--- config.mk ---
export PLATFORM = sky130hd
export DESIGN_NAME = board_flip_engine
export DESIGN_NICKNAME = d
export VERILOG_FILES = /design/src/rtl/board_flip_engine_pkg.sv /design/src/rtl/board_flip_engine_board_store.sv /design/src/rtl/board_flip_engine.sv
export SDC_FILE = /design/constraint.sdc
export NUM_CORES = 1
export LEC_CHECK = 0
export ABC_AREA = 0
export CAP_MARGIN = 20
export CORE_UTILIZATION = 35
export DETAILED_ROUTE_END_ITERATION = 10
export SETUP_SLACK_MARGIN = 0.5
export SLEW_MARGIN = 5
export SYNTH_ARGS = -nofsm -noshare
export SYNTH_HDL_FRONTEND = slang
export SYNTH_HIERARCHICAL = 1
export SYNTH_SLANG_ARGS = --single-unit
--- constraint.sdc ---
create_clock -name clock -period 9.2 [get_ports clock]
set_input_delay 1.38 -clock clock [delete_from_list [all_inputs] [get_ports clock]]
set_output_delay 1.38 -clock clock [all_outputs]
set_load 0.03 [all_outputs]
--- src/rtl/board_flip_engine_pkg.sv ---
// Shared Othello definitions: cell encoding, FSM states, direction table and
// the opponent helper used by the move engine and its board store.
package othello_pkg;

  localparam logic [1:0] CELL_EMPTY = 2'b00;
  localparam logic [1:0] CELL_BLACK = 2'b01;
  localparam logic [1:0] CELL_WHITE = 2'b10;

  typedef enum logic [2:0] {
    IDLE  = 3'd0,
    CHECK = 3'd1,
    SCAN  = 3'd2,
    FLIP  = 3'd3,
    NEXT  = 3'd4,
    PLACE = 3'd5,
    DONE  = 3'd6
  } state_e;

  typedef struct packed {
    logic signed [1:0] dx;
    logic signed [1:0] dy;
  } dir_t;

  // Directions run clockwise from north: N, NE, E, SE, S, SW, W, NW.
  function automatic dir_t dir_step(input logic [2:0] d);
    dir_t r;
    case (d)
      3'd0:    begin r.dx = 2'sb00; r.dy = 2'sb11; end
      3'd1:    begin r.dx = 2'sb01; r.dy = 2'sb11; end
      3'd2:    begin r.dx = 2'sb01; r.dy = 2'sb00; end
      3'd3:    begin r.dx = 2'sb01; r.dy = 2'sb01; end
      3'd4:    begin r.dx = 2'sb00; r.dy = 2'sb01; end
      3'd5:    begin r.dx = 2'sb11; r.dy = 2'sb01; end
      3'd6:    begin r.dx = 2'sb11; r.dy = 2'sb00; end
      default: begin r.dx = 2'sb11; r.dy = 2'sb11; end
    endcase
    return r;
  endfunction

  function automatic logic [1:0] opponent(input logic [1:0] s);
    return (s == CELL_BLACK) ? CELL_WHITE : CELL_BLACK;
  endfunction

endpackage

--- src/rtl/board_flip_engine_board_store.sv ---
// Board register array with init-on-reset/clear, one write port and two
// combinational read ports (engine and renderer).
module board_store
  import othello_pkg::*;
#(
  parameter int BOARD_N = 8,
  parameter int COORD_W = $clog2(BOARD_N)
) (
  input  logic               clock,
  input  logic               init_i,
  input  logic               we_i,
  input  logic [COORD_W-1:0] wx_i,
  input  logic [COORD_W-1:0] wy_i,
  input  logic [1:0]         wdata_i,
  input  logic [COORD_W-1:0] ax_i,
  input  logic [COORD_W-1:0] ay_i,
  output logic [1:0]         aq_o,
  input  logic [COORD_W-1:0] bx_i,
  input  logic [COORD_W-1:0] by_i,
  output logic [1:0]         bq_o
);

  localparam logic [COORD_W:0] LIM = (COORD_W + 1)'(BOARD_N);

  logic [1:0] cells_q [BOARD_N][BOARD_N];

  function automatic logic [1:0] init_cell(input int x, input int y);
    int c;
    c = BOARD_N / 2;
    if ((x == c - 1 && y == c - 1) || (x == c && y == c)) return CELL_WHITE;
    if ((x == c && y == c - 1) || (x == c - 1 && y == c)) return CELL_BLACK;
    return CELL_EMPTY;
  endfunction

  always_ff @(posedge clock) begin
    if (init_i) begin
      for (int y = 0; y < BOARD_N; y++) begin
        for (int x = 0; x < BOARD_N; x++) begin
          cells_q[y][x] <= init_cell(x, y);
        end
      end
    end else if (we_i) begin
      cells_q[wy_i][wx_i] <= wdata_i;
    end
  end

  // Coordinates beyond the edge (non power-of-two boards) read as empty.
  assign aq_o = (({1'b0, ax_i} < LIM) && ({1'b0, ay_i} < LIM)) ? cells_q[ay_i][ax_i] : CELL_EMPTY;
  assign bq_o = (({1'b0, bx_i} < LIM) && ({1'b0, by_i} < LIM)) ? cells_q[by_i][bx_i] : CELL_EMPTY;

endmodule

--- src/rtl/board_flip_engine.sv ---
// Othello move engine: checks legality by scanning 8 directions, flips captured
// discs and streams every changed cell to the plot path. Optional: SCORE_EN.
module board_flip_engine
  import othello_pkg::*;
#(
  parameter int BOARD_N = 8,
  parameter int COORD_W = $clog2(BOARD_N),
  parameter int CNT_W   = $clog2(BOARD_N * BOARD_N + 1)
) (
  input  logic               clock,
  input  logic               reset,
  input  logic               clear,
  input  logic               move_valid,
  input  logic [COORD_W-1:0] move_x,
  input  logic [COORD_W-1:0] move_y,
  input  logic [1:0]         side,
  output logic               busy,
  output logic               done,
  output logic               legal,
  output logic [CNT_W-1:0]   flip_count,
  output logic [7:0]         flip_dirs,
  output logic               plot_valid,
  input  logic               plot_ready,
  output logic [COORD_W-1:0] plot_x,
  output logic [COORD_W-1:0] plot_y,
  output logic [1:0]         plot_side,
  input  logic [COORD_W-1:0] rd_x,
  input  logic [COORD_W-1:0] rd_y,
  output logic [1:0]         rd_q,
  output logic [CNT_W-1:0]   count_black,
  output logic [CNT_W-1:0]   count_white
);

  typedef logic signed [COORD_W:0] scoord_t;
  localparam logic [COORD_W:0] LIM = (COORD_W + 1)'(BOARD_N);

  state_e             state_q, state_d;
  logic [COORD_W-1:0] tx_q, tx_d, ty_q, ty_d;
  logic [1:0]         side_q, side_d;
  logic [2:0]         dir_q, dir_d;
  logic [COORD_W-1:0] run_q, run_d;
  scoord_t            cx_q, cx_d, cy_q, cy_d;
  logic               legal_q, legal_d;
  logic [CNT_W-1:0]   fcnt_q, fcnt_d;
  logic [7:0]         fdirs_q, fdirs_d;
  logic               pv_q, pv_d;
  logic [COORD_W-1:0] px_q, px_d, py_q, py_d;
  logic [1:0]         ps_q, ps_d;

  logic               board_init;
  logic               we;
  logic [COORD_W-1:0] wx, wy, eng_x, eng_y;
  logic [1:0]         wdata, eng_q;
  logic [2:0]         nd;
  dir_t               nstep, cstep;
  scoord_t            tx_s, ty_s, sx, sy;
  logic               on_board;

  function automatic scoord_t sext(input logic signed [1:0] v);
    return {{(COORD_W - 1){v[1]}}, v};
  endfunction

  assign board_init = reset || (clear && state_q == IDLE);

  board_store #(.BOARD_N(BOARD_N), .COORD_W(COORD_W)) u_store (
    .clock   (clock),
    .init_i  (board_init),
    .we_i    (we),
    .wx_i    (wx),
    .wy_i    (wy),
    .wdata_i (wdata),
    .ax_i    (eng_x),
    .ay_i    (eng_y),
    .aq_o    (eng_q),
    .bx_i    (rd_x),
    .by_i    (rd_y),
    .bq_o    (rd_q)
  );

  // nd is the direction whose walk starts next; sx/sy is its first cell.
  assign nd    = (state_q == CHECK) ? 3'd0 : (state_q == NEXT) ? dir_q + 3'd1 : dir_q;
  assign nstep = dir_step(nd);
  assign cstep = dir_step(dir_q);
  assign tx_s  = {1'b0, tx_q};
  assign ty_s  = {1'b0, ty_q};
  assign sx    = tx_s + sext(nstep.dx);
  assign sy    = ty_s + sext(nstep.dy);

  // A negative sign bit covers both -1 and the wrapped value one past the edge.
  assign on_board = !cx_q[COORD_W] && !cy_q[COORD_W] &&
                    ({1'b0, cx_q[COORD_W-1:0]} < LIM) && ({1'b0, cy_q[COORD_W-1:0]} < LIM);

  assign eng_x = (state_q == CHECK) ? tx_q : cx_q[COORD_W-1:0];
  assign eng_y = (state_q == CHECK) ? ty_q : cy_q[COORD_W-1:0];

  always_comb begin
    state_d = state_q;
    tx_d    = tx_q;
    ty_d    = ty_q;
    side_d  = side_q;
    dir_d   = dir_q;
    run_d   = run_q;
    cx_d    = cx_q;
    cy_d    = cy_q;
    legal_d = legal_q;
    fcnt_d  = fcnt_q;
    fdirs_d = fdirs_q;
    pv_d    = pv_q;
    px_d    = px_q;
    py_d    = py_q;
    ps_d    = ps_q;
    we      = 1'b0;
    wx      = tx_q;
    wy      = ty_q;
    wdata   = side_q;
    case (state_q)
      IDLE: begin
        if (!clear && move_valid) begin
          tx_d    = move_x;
          ty_d    = move_y;
          side_d  = side;
          legal_d = 1'b0;
          fcnt_d  = '0;
          fdirs_d = '0;
          state_d = CHECK;
        end
      end
      CHECK: begin
        if (eng_q != CELL_EMPTY) begin
          state_d = DONE;
        end else begin
          dir_d   = 3'd0;
          cx_d    = sx;
          cy_d    = sy;
          run_d   = '0;
          state_d = SCAN;
        end
      end
      SCAN: begin
        if (!on_board || eng_q == CELL_EMPTY) begin
          state_d = NEXT;
        end else if (eng_q == side_q) begin
          if (run_q != '0) begin
            fdirs_d[dir_q] = 1'b1;
            cx_d           = sx;
            cy_d           = sy;
            state_d        = FLIP;
          end else begin
            state_d = NEXT;
          end
        end else if (eng_q == opponent(side_q)) begin
          run_d = run_q + COORD_W'(1);
          cx_d  = cx_q + sext(cstep.dx);
          cy_d  = cy_q + sext(cstep.dy);
        end else begin
          state_d = NEXT;
        end
      end
      FLIP: begin
        // Each captured cell: write and raise plot, then step once it transfers.
        if (!pv_q) begin
          we     = 1'b1;
          wx     = cx_q[COORD_W-1:0];
          wy     = cy_q[COORD_W-1:0];
          pv_d   = 1'b1;
          px_d   = cx_q[COORD_W-1:0];
          py_d   = cy_q[COORD_W-1:0];
          ps_d   = side_q;
          fcnt_d = fcnt_q + CNT_W'(1);
        end else if (plot_ready) begin
          pv_d  = 1'b0;
          run_d = run_q - COORD_W'(1);
          cx_d  = cx_q + sext(cstep.dx);
          cy_d  = cy_q + sext(cstep.dy);
          if (run_q == COORD_W'(1)) state_d = NEXT;
        end
      end
      NEXT: begin
        if (dir_q == 3'd7) begin
          state_d = PLACE;
        end else begin
          dir_d   = nd;
          cx_d    = sx;
          cy_d    = sy;
          run_d   = '0;
          state_d = SCAN;
        end
      end
      PLACE: begin
        if (fcnt_q == '0) begin
          state_d = DONE;
        end else if (!pv_q) begin
          we   = 1'b1;
          pv_d = 1'b1;
          px_d = tx_q;
          py_d = ty_q;
          ps_d = side_q;
        end else if (plot_ready) begin
          pv_d    = 1'b0;
          legal_d = 1'b1;
          state_d = DONE;
        end
      end
      DONE:    state_d = IDLE;
      default: state_d = IDLE;
    endcase
  end

  always_ff @(posedge clock) begin
    if (reset) begin
      state_q <= IDLE;
      legal_q <= 1'b0;
      fcnt_q  <= '0;
      fdirs_q <= '0;
      pv_q    <= 1'b0;
      px_q    <= '0;
      py_q    <= '0;
      ps_q    <= '0;
    end else begin
      state_q <= state_d;
      legal_q <= legal_d;
      fcnt_q  <= fcnt_d;
      fdirs_q <= fdirs_d;
      pv_q    <= pv_d;
      px_q    <= px_d;
      py_q    <= py_d;
      ps_q    <= ps_d;
    end
  end

  always_ff @(posedge clock) begin
    tx_q   <= tx_d;
    ty_q   <= ty_d;
    side_q <= side_d;
    dir_q  <= dir_d;
    run_q  <= run_d;
    cx_q   <= cx_d;
    cy_q   <= cy_d;
  end

`ifdef SCORE_EN
  logic             flip_we, place_we;
  logic [CNT_W-1:0] cb_q, cw_q;

  assign flip_we  = we && (state_q == FLIP);
  assign place_we = we && (state_q == PLACE);

  always_ff @(posedge clock) begin
    if (board_init) begin
      cb_q <= CNT_W'(2);
      cw_q <= CNT_W'(2);
    end else if (flip_we || place_we) begin
      if (side_q == CELL_BLACK) begin
        cb_q <= cb_q + CNT_W'(1);
        if (flip_we) cw_q <= cw_q - CNT_W'(1);
      end else begin
        cw_q <= cw_q + CNT_W'(1);
        if (flip_we) cb_q <= cb_q - CNT_W'(1);
      end
    end
  end

  assign count_black = cb_q;
  assign count_white = cw_q;
`else
  assign count_black = '0;
  assign count_white = '0;
`endif

  assign busy       = (state_q != IDLE) && (state_q != DONE);
  assign done       = (state_q == DONE);
  assign legal      = legal_q;
  assign flip_count = fcnt_q;
  assign flip_dirs  = fdirs_q;
  assign plot_valid = pv_q;
  assign plot_x     = px_q;
  assign plot_y     = py_q;
  assign plot_side  = ps_q;

endmodule

==> Yosys cells after proc, flatten, opt, wreduce, memory -nomap -nowiden <==
Memories as Yosys holds them, arrays and structs flattened.
Cells that the tools add are included.
{ "totals": {"mem_bits_rw": 128, "rom_bits": 0, "elab_cells": 223, "n_memories": 1, "out_inout_bits": 43, "latch_bits": 0, "regBits": 50} }
{ "memory_table": {"columns": ["memory", "words", "width", "rd", "rd_ports_with_merged_regs", "write_ports", "line_no", "text"], "rows": [
  ["u_store.cells_q", 8, 16, 2, 0, 8, "board_flip_engine_board_store.sv:25", "logic [1:0] cells_q [BOARD_N][BOARD_N];"]
]} }
{ "classes": {"n_lt_le_gt_ge": 6, "n_bitwise": 4, "shifts": 0, "n_addsub": 8, "eq_ne": 45, "n_mux": 107, "div": 0, "reduce_logical": 37, "multipliers": 0} }
{ "ops": {"columns": ["cell", "count"], "rows": [
  ["$mux 3", 36],
  ["$mux 4", 16],
  ["$pmux 4 s7", 2],
  ["$mux 16", 3],
  ["$mux 8", 4],
  ["$pmux 4 s4", 2],
  ["$eq 3x3->1 const B", 10],
  ["$ne 2x2->1 const B", 15],
  ["$mux 2", 11],
  ["$eq 3x2->1 const B", 6],
  ["$pmux 3 s2", 3],
  ["$pmux 3 s6", 1],
  ["$add 4x2->4", 4],
  ["$mux 1", 16],
  ["$pmux 8 s2", 1],
  ["$reduce_and 8->1", 2],
  ["$reduce_or 16->1", 1],
  ["$ne 3x3->1 const B", 5],
  ["$mux 7", 2],
  ["$pmux 7 s2", 1],
  ["$bmux 2 s3", 2],
  ["$eq 3x1->1 const B", 4],
  ["$ge 4x4->1 const B", 3],
  ["$not 3->4", 3],
  ["30 further kinds", 54]
]} }

==> Longest topological paths before layout <==
{ "logic_depth": {"depth_word": 11, "mapped_depth": 19, "ltp_nobuf": 14} }

==> Modules after synthesis <==
The synthesis kept the hierarchy.
{ "modules_own_cells": {"columns": ["mod", "seq_area_each_um2", "cells_each", "instances", "area_per_inst_um2"], "rows": [
  ["board_store", 3843.7, 570, 1, 7624.8],
  ["board_flip_engine", 1221.2, 370, 1, 3437.0]
]} }

==> Least setup slack after synthesis <==
No wires, ideal clock.
{ "synth_timing": {"path_kind": "input to output", "start": "input rd_y[0]", "end": "output rd_q[0]", "n_path_buf": 2, "cell_stages": 7, "slack_ns": 4.758, "arrival_ns": 3.062, "cell_sequence": "buf_6 -> buf_4 -> mux4_2 -> mux2i_1 -> nand2_1 -> o21ai_0 -> a311oi_1"} }
{ "synth_between": {"elab_chain_cells": 4} }
{ "synth_lines": {"columns": ["element", "line_no", "text"], "rows": [
  ["start, declared", "board_flip_engine.sv:28", "input logic [COORD_W-1:0] rd_y,"],
  ["$mem_v2 8x16", null, null],
  ["$bmux 2 s3", "board_flip_engine_board_store.sv:49", "assign bq_o = (({1'b0, bx_i} < LIM) && ({1'b0, by_i} < LIM)) ? cells_q[by_i][bx_i] : CELL_EMPTY;"],
  ["$mux 2 (not written as such) (2 in a row)", "board_flip_engine_board_store.sv:49", null],
  ["end, declared", "board_flip_engine.sv:29", "output logic [1:0] rd_q,"]
]} }
Every way passes these cells. The select of a mux whose other input is x is not followed.

==> Final worst setup path <==
Same ends and word-level chain as after synthesis.

==> out/metrics.cfg <==
[timing]
period_needed_ps = 5632
worst_slew_pin_slew_ps = 1069
period_share_pct = 61.22
max_slew_margin_pct = 28.75
fin_skew_ps = 20.12
rsz0062_at_grt = false
maxSlewViolCount = 0
final-hold-violation-count = 0
setup_viol = 0
tns_ps = 0
max_freq_mhz = 177.5

[die]
core_mm2 = 0.03083
start_util_pct = 35.88
io-pin-count = 62
rows = 64
die_w_um = 179.8
die_h_um = 179.8
dieArea_mm2 = 0.03232

[run_status]
violations = DRC
status = complete, but fails checks

[setup_path]
start_kind = primary input
path_class = in -> out
endpoint_kind = output port
reg2reg_depth = 15
crit_arrival_ps = 4250
crit_fanout = 35
worstReg2RegEnd = cy_q[2]
worstReg2RegStart = state_q[2]
rrSetupSlack_ps = 4200
cp.required_ps = 7820

[detailed_routing]
num_vias = 7753
wl_per_cell_um = 21.00
drcViolationCount = 2
drt_first_pass_iters = 8
drtIter0Drc = 828
ant_nets = 0
via_per_inst = 5.756
wl_mm = 28.29

[clock_network]
cts_buffers = 17
cts_root_buffer = clkbuf_16
clk_latency_ps = 450
clock_sinks = 178
post-cts-setup-buffers = 0
cts.repair.resized = 0
cts-htree-levels = 4
clk_pin_slew_worst_paths_ps = 70
cts_tree = yes
hold_buffers = 0
clockBufferDepth = 2

[global_route]
grt_max_degree = 72
grt_pass1_vias = 7510
grtUsageTotal_pct = 17.68
grt_pass1_wl_mm = 44.18
antenna_found_initial = 0
grt.overflow.total = 0

[power_and_ir_drop]
p_int_w = 0.002212
sw_frac_of_total_pct = 39.68
clockPowerShare_pct = 19.9
combPwrFrac_pct = 46.0
p_switching_w = 0.001455
p_seq_share_pct = 34.1
power_leakage_nw = 5.163
ir_drop_uv = 128.0
p_per_area_mw_per_mm2 = 296.9

[layout]
n_antenna_cell = 0
fillers = 2866
nNetsFinal = 985
layout-drive-gt1-share_pct = 15.14
area_growth_pct = 11.68
post-route-cell-area_mm2 = 0.01235
layout.cells.non_filler = 1347

[synthesis]
yosys.area.top_type_share_pct = 40.72
synthFlopType = edfxtp_1
avgSynthCellArea_um2 = 11.77
ys_seq_area_share_pct = 45.79
syn-instance-count = 940
synth_warnings = 6
synth_area_leaders = edfxtp_1, mux4_2, and3_1, dfxtp_1, a21o_1
synth-edff-count = 150
async_reset_ff_share_pct = 0
ys_types = 71
synth_top_area_cell = edfxtp_1
synth_seq_cells = 178
synth_area_mm2 = 0.01106

[hold_path]
whs_path_depth = 2
worstHoldStart = flip_dirs[1]
min_path_type = reg -> reg
hold_end = flip_dirs[1]

[placed_design]
port_buffers = 47
place.gp.congestion = 0.8616
dp.cells = 1314
place_hpwl_mm = 19.11
dpl-instance-area_mm2 = 0.01177

[run]
maxCapViolations = 0

power by group through the flow:
stage / Sequential, W / Clock, W / Combinational (W)
3_5_place_dp: 0.00127 / 0 / 0.00168
4_1_cts: 0.00125 / 0.000741 / 0.00169
5_1_grt: 0.00127 / 0.000772 / 0.00185
3_3_place_gp: 0.00127 / 0 / 0.00165
6_report: 0.00125 / 0.000730 / 0.00169
2_1_floorplan: 0.00119 / 0 / 0.00130
flip-flops by register name, summed over array words and instances (netlist names):
register         count
cy_q                 4
state_q              3
ty_q                 3
legal                1
cx_q                 4
plot_y               3
plot_valid           1
plot_side            2
u_store/cells_q    128
flip_dirs            8
tx_q                 3
run_q                3
side_q               2
plot_x               3
dir_q                3
flip_count           7
critical path: stages:
cell             delay (ps)
buf_2                   780
mux4_1                  660
nand3b_1                110
nand4_1                 110
a221oi_1                420
a311oi_1                130
clkdlybuf4s50_1         650
metrics by stage:
stage	power, W	utilization (%)	hold WS, ps	setup slack, ps
after detailed placement	0.002944	38.19	463.3	3519
after floorplan	0.002488	-	591.4	4758
after global routing	0.003890	40.07	512.3	3386
after global placement	0.002917	38.12	453.2	3540
final	0.003667	40.07	489.1	3568
after CTS	0.003678	40.04	484.6	3535
area by class of cell:
cell class / count / area, um2 / share of cell area [%]
well taps: 396 / 495.5 / 4.011
multi-input cells: 648 / 5479 / 44.35
clock buffers: 17 / 425.4 / 3.443
flip-flops and latches: 178 / 5065 / 41.00
repair buffers: 73 / 669.4 / 5.418
inverters: 20 / 75.07 / 0.6077
clock inverters: 15 / 145.1 / 1.175
cell usage in the layout, fill, tap and decap left out, types with 3 or more instances in the layout:
master	n
a211o_1	3
a211oi_1	5
a211oi_2	6
a21o_1	70
a21oi_1	35
a22oi_1	18
a31oi_1	3
and2_1	3
and3_1	127
and3b_1	4
buf_4	23
clkbuf_16	17
clkdlybuf4s50_1	46
clkinvlp_4	3
conb_1	14
dfxtp_1	28
edfxtp_1	150
fa_1	4
ha_1	24
inv_1	20
inv_6	6
mux2_2	13
mux2i_1	16
mux4_1	14
mux4_2	47
nand2_1	25
nand2b_1	11
nand3_1	8
nand3b_1	9
nor2_1	74
nor2b_1	11
nor3_1	10
nor3_2	4
nor3b_2	4
o21ai_0	17
o31ai_1	4
xnor2_1	8
xor2_1	11
worst max-delay path by stage:
stage	from	endpoint	slack, ps	cells after the start
finish	rd_y[0]	rd_q[0]	3570	7
global route	rd_y[0]	rd_q[0]	3390	7
CTS	rd_y[0]	rd_q[0]	3540	7
detailed placement	rd_y[0]	rd_q[0]	3520	7
global placement	rd_y[0]	rd_q[0]	3540	7
floorplan	rd_y[0]	rd_q[0]	4760	7
cells in the mapped netlist (9+ instances only):
master	count
a21o_1	71
edfxtp_1	150
buf_4	17
clkbuf_1	70
mux4_1	14
inv_1	20
xor2_1	11
nor3_1	13
nand3b_1	9
buf_2	12
nor2b_1	11
dfxtp_1	28
ha_1	24
nand2b_1	11
mux2i_1	16
and3_1	127
a22oi_1	18
o21ai_0	18
mux4_2	47
mux2_2	13
nor2_1	74
a21oi_1	35
nand2_1	25
cell families (layout without fill, tap and decap cells):
logic type / count (synthesis) / count (layout) / synth area share [%]
other: 1 / 14 / 0.03390
buffers and inverters: 127 / 125 / 5.667
multiplexers: 91 / 91 / 15.80
AND/OR/NAND/NOR: 309 / 309 / 15.69
XOR/XNOR: 19 / 19 / 1.504
AO/OA/AOI/OAI: 187 / 187 / 12.08
flip-flops: 178 / 178 / 45.79
adder cells (fa/ha/maj): 28 / 28 / 3.439
routing by layer:
layer | part of all wire, % | vias to the layer above | GRT usage, % | wire, um
met4 | 1.2 | 0 | 5.103 | 342
met5 | 0 | - | 0 | 0
met1 | 45 | 3944 | 24.33 | 12790
met3 | 4.2 | 22 | 2.532 | 1198
li1 | - | 3558 | - | -
met2 | 49 | 229 | 28.95 | 13960
Power figures use the tool's default switching activity.
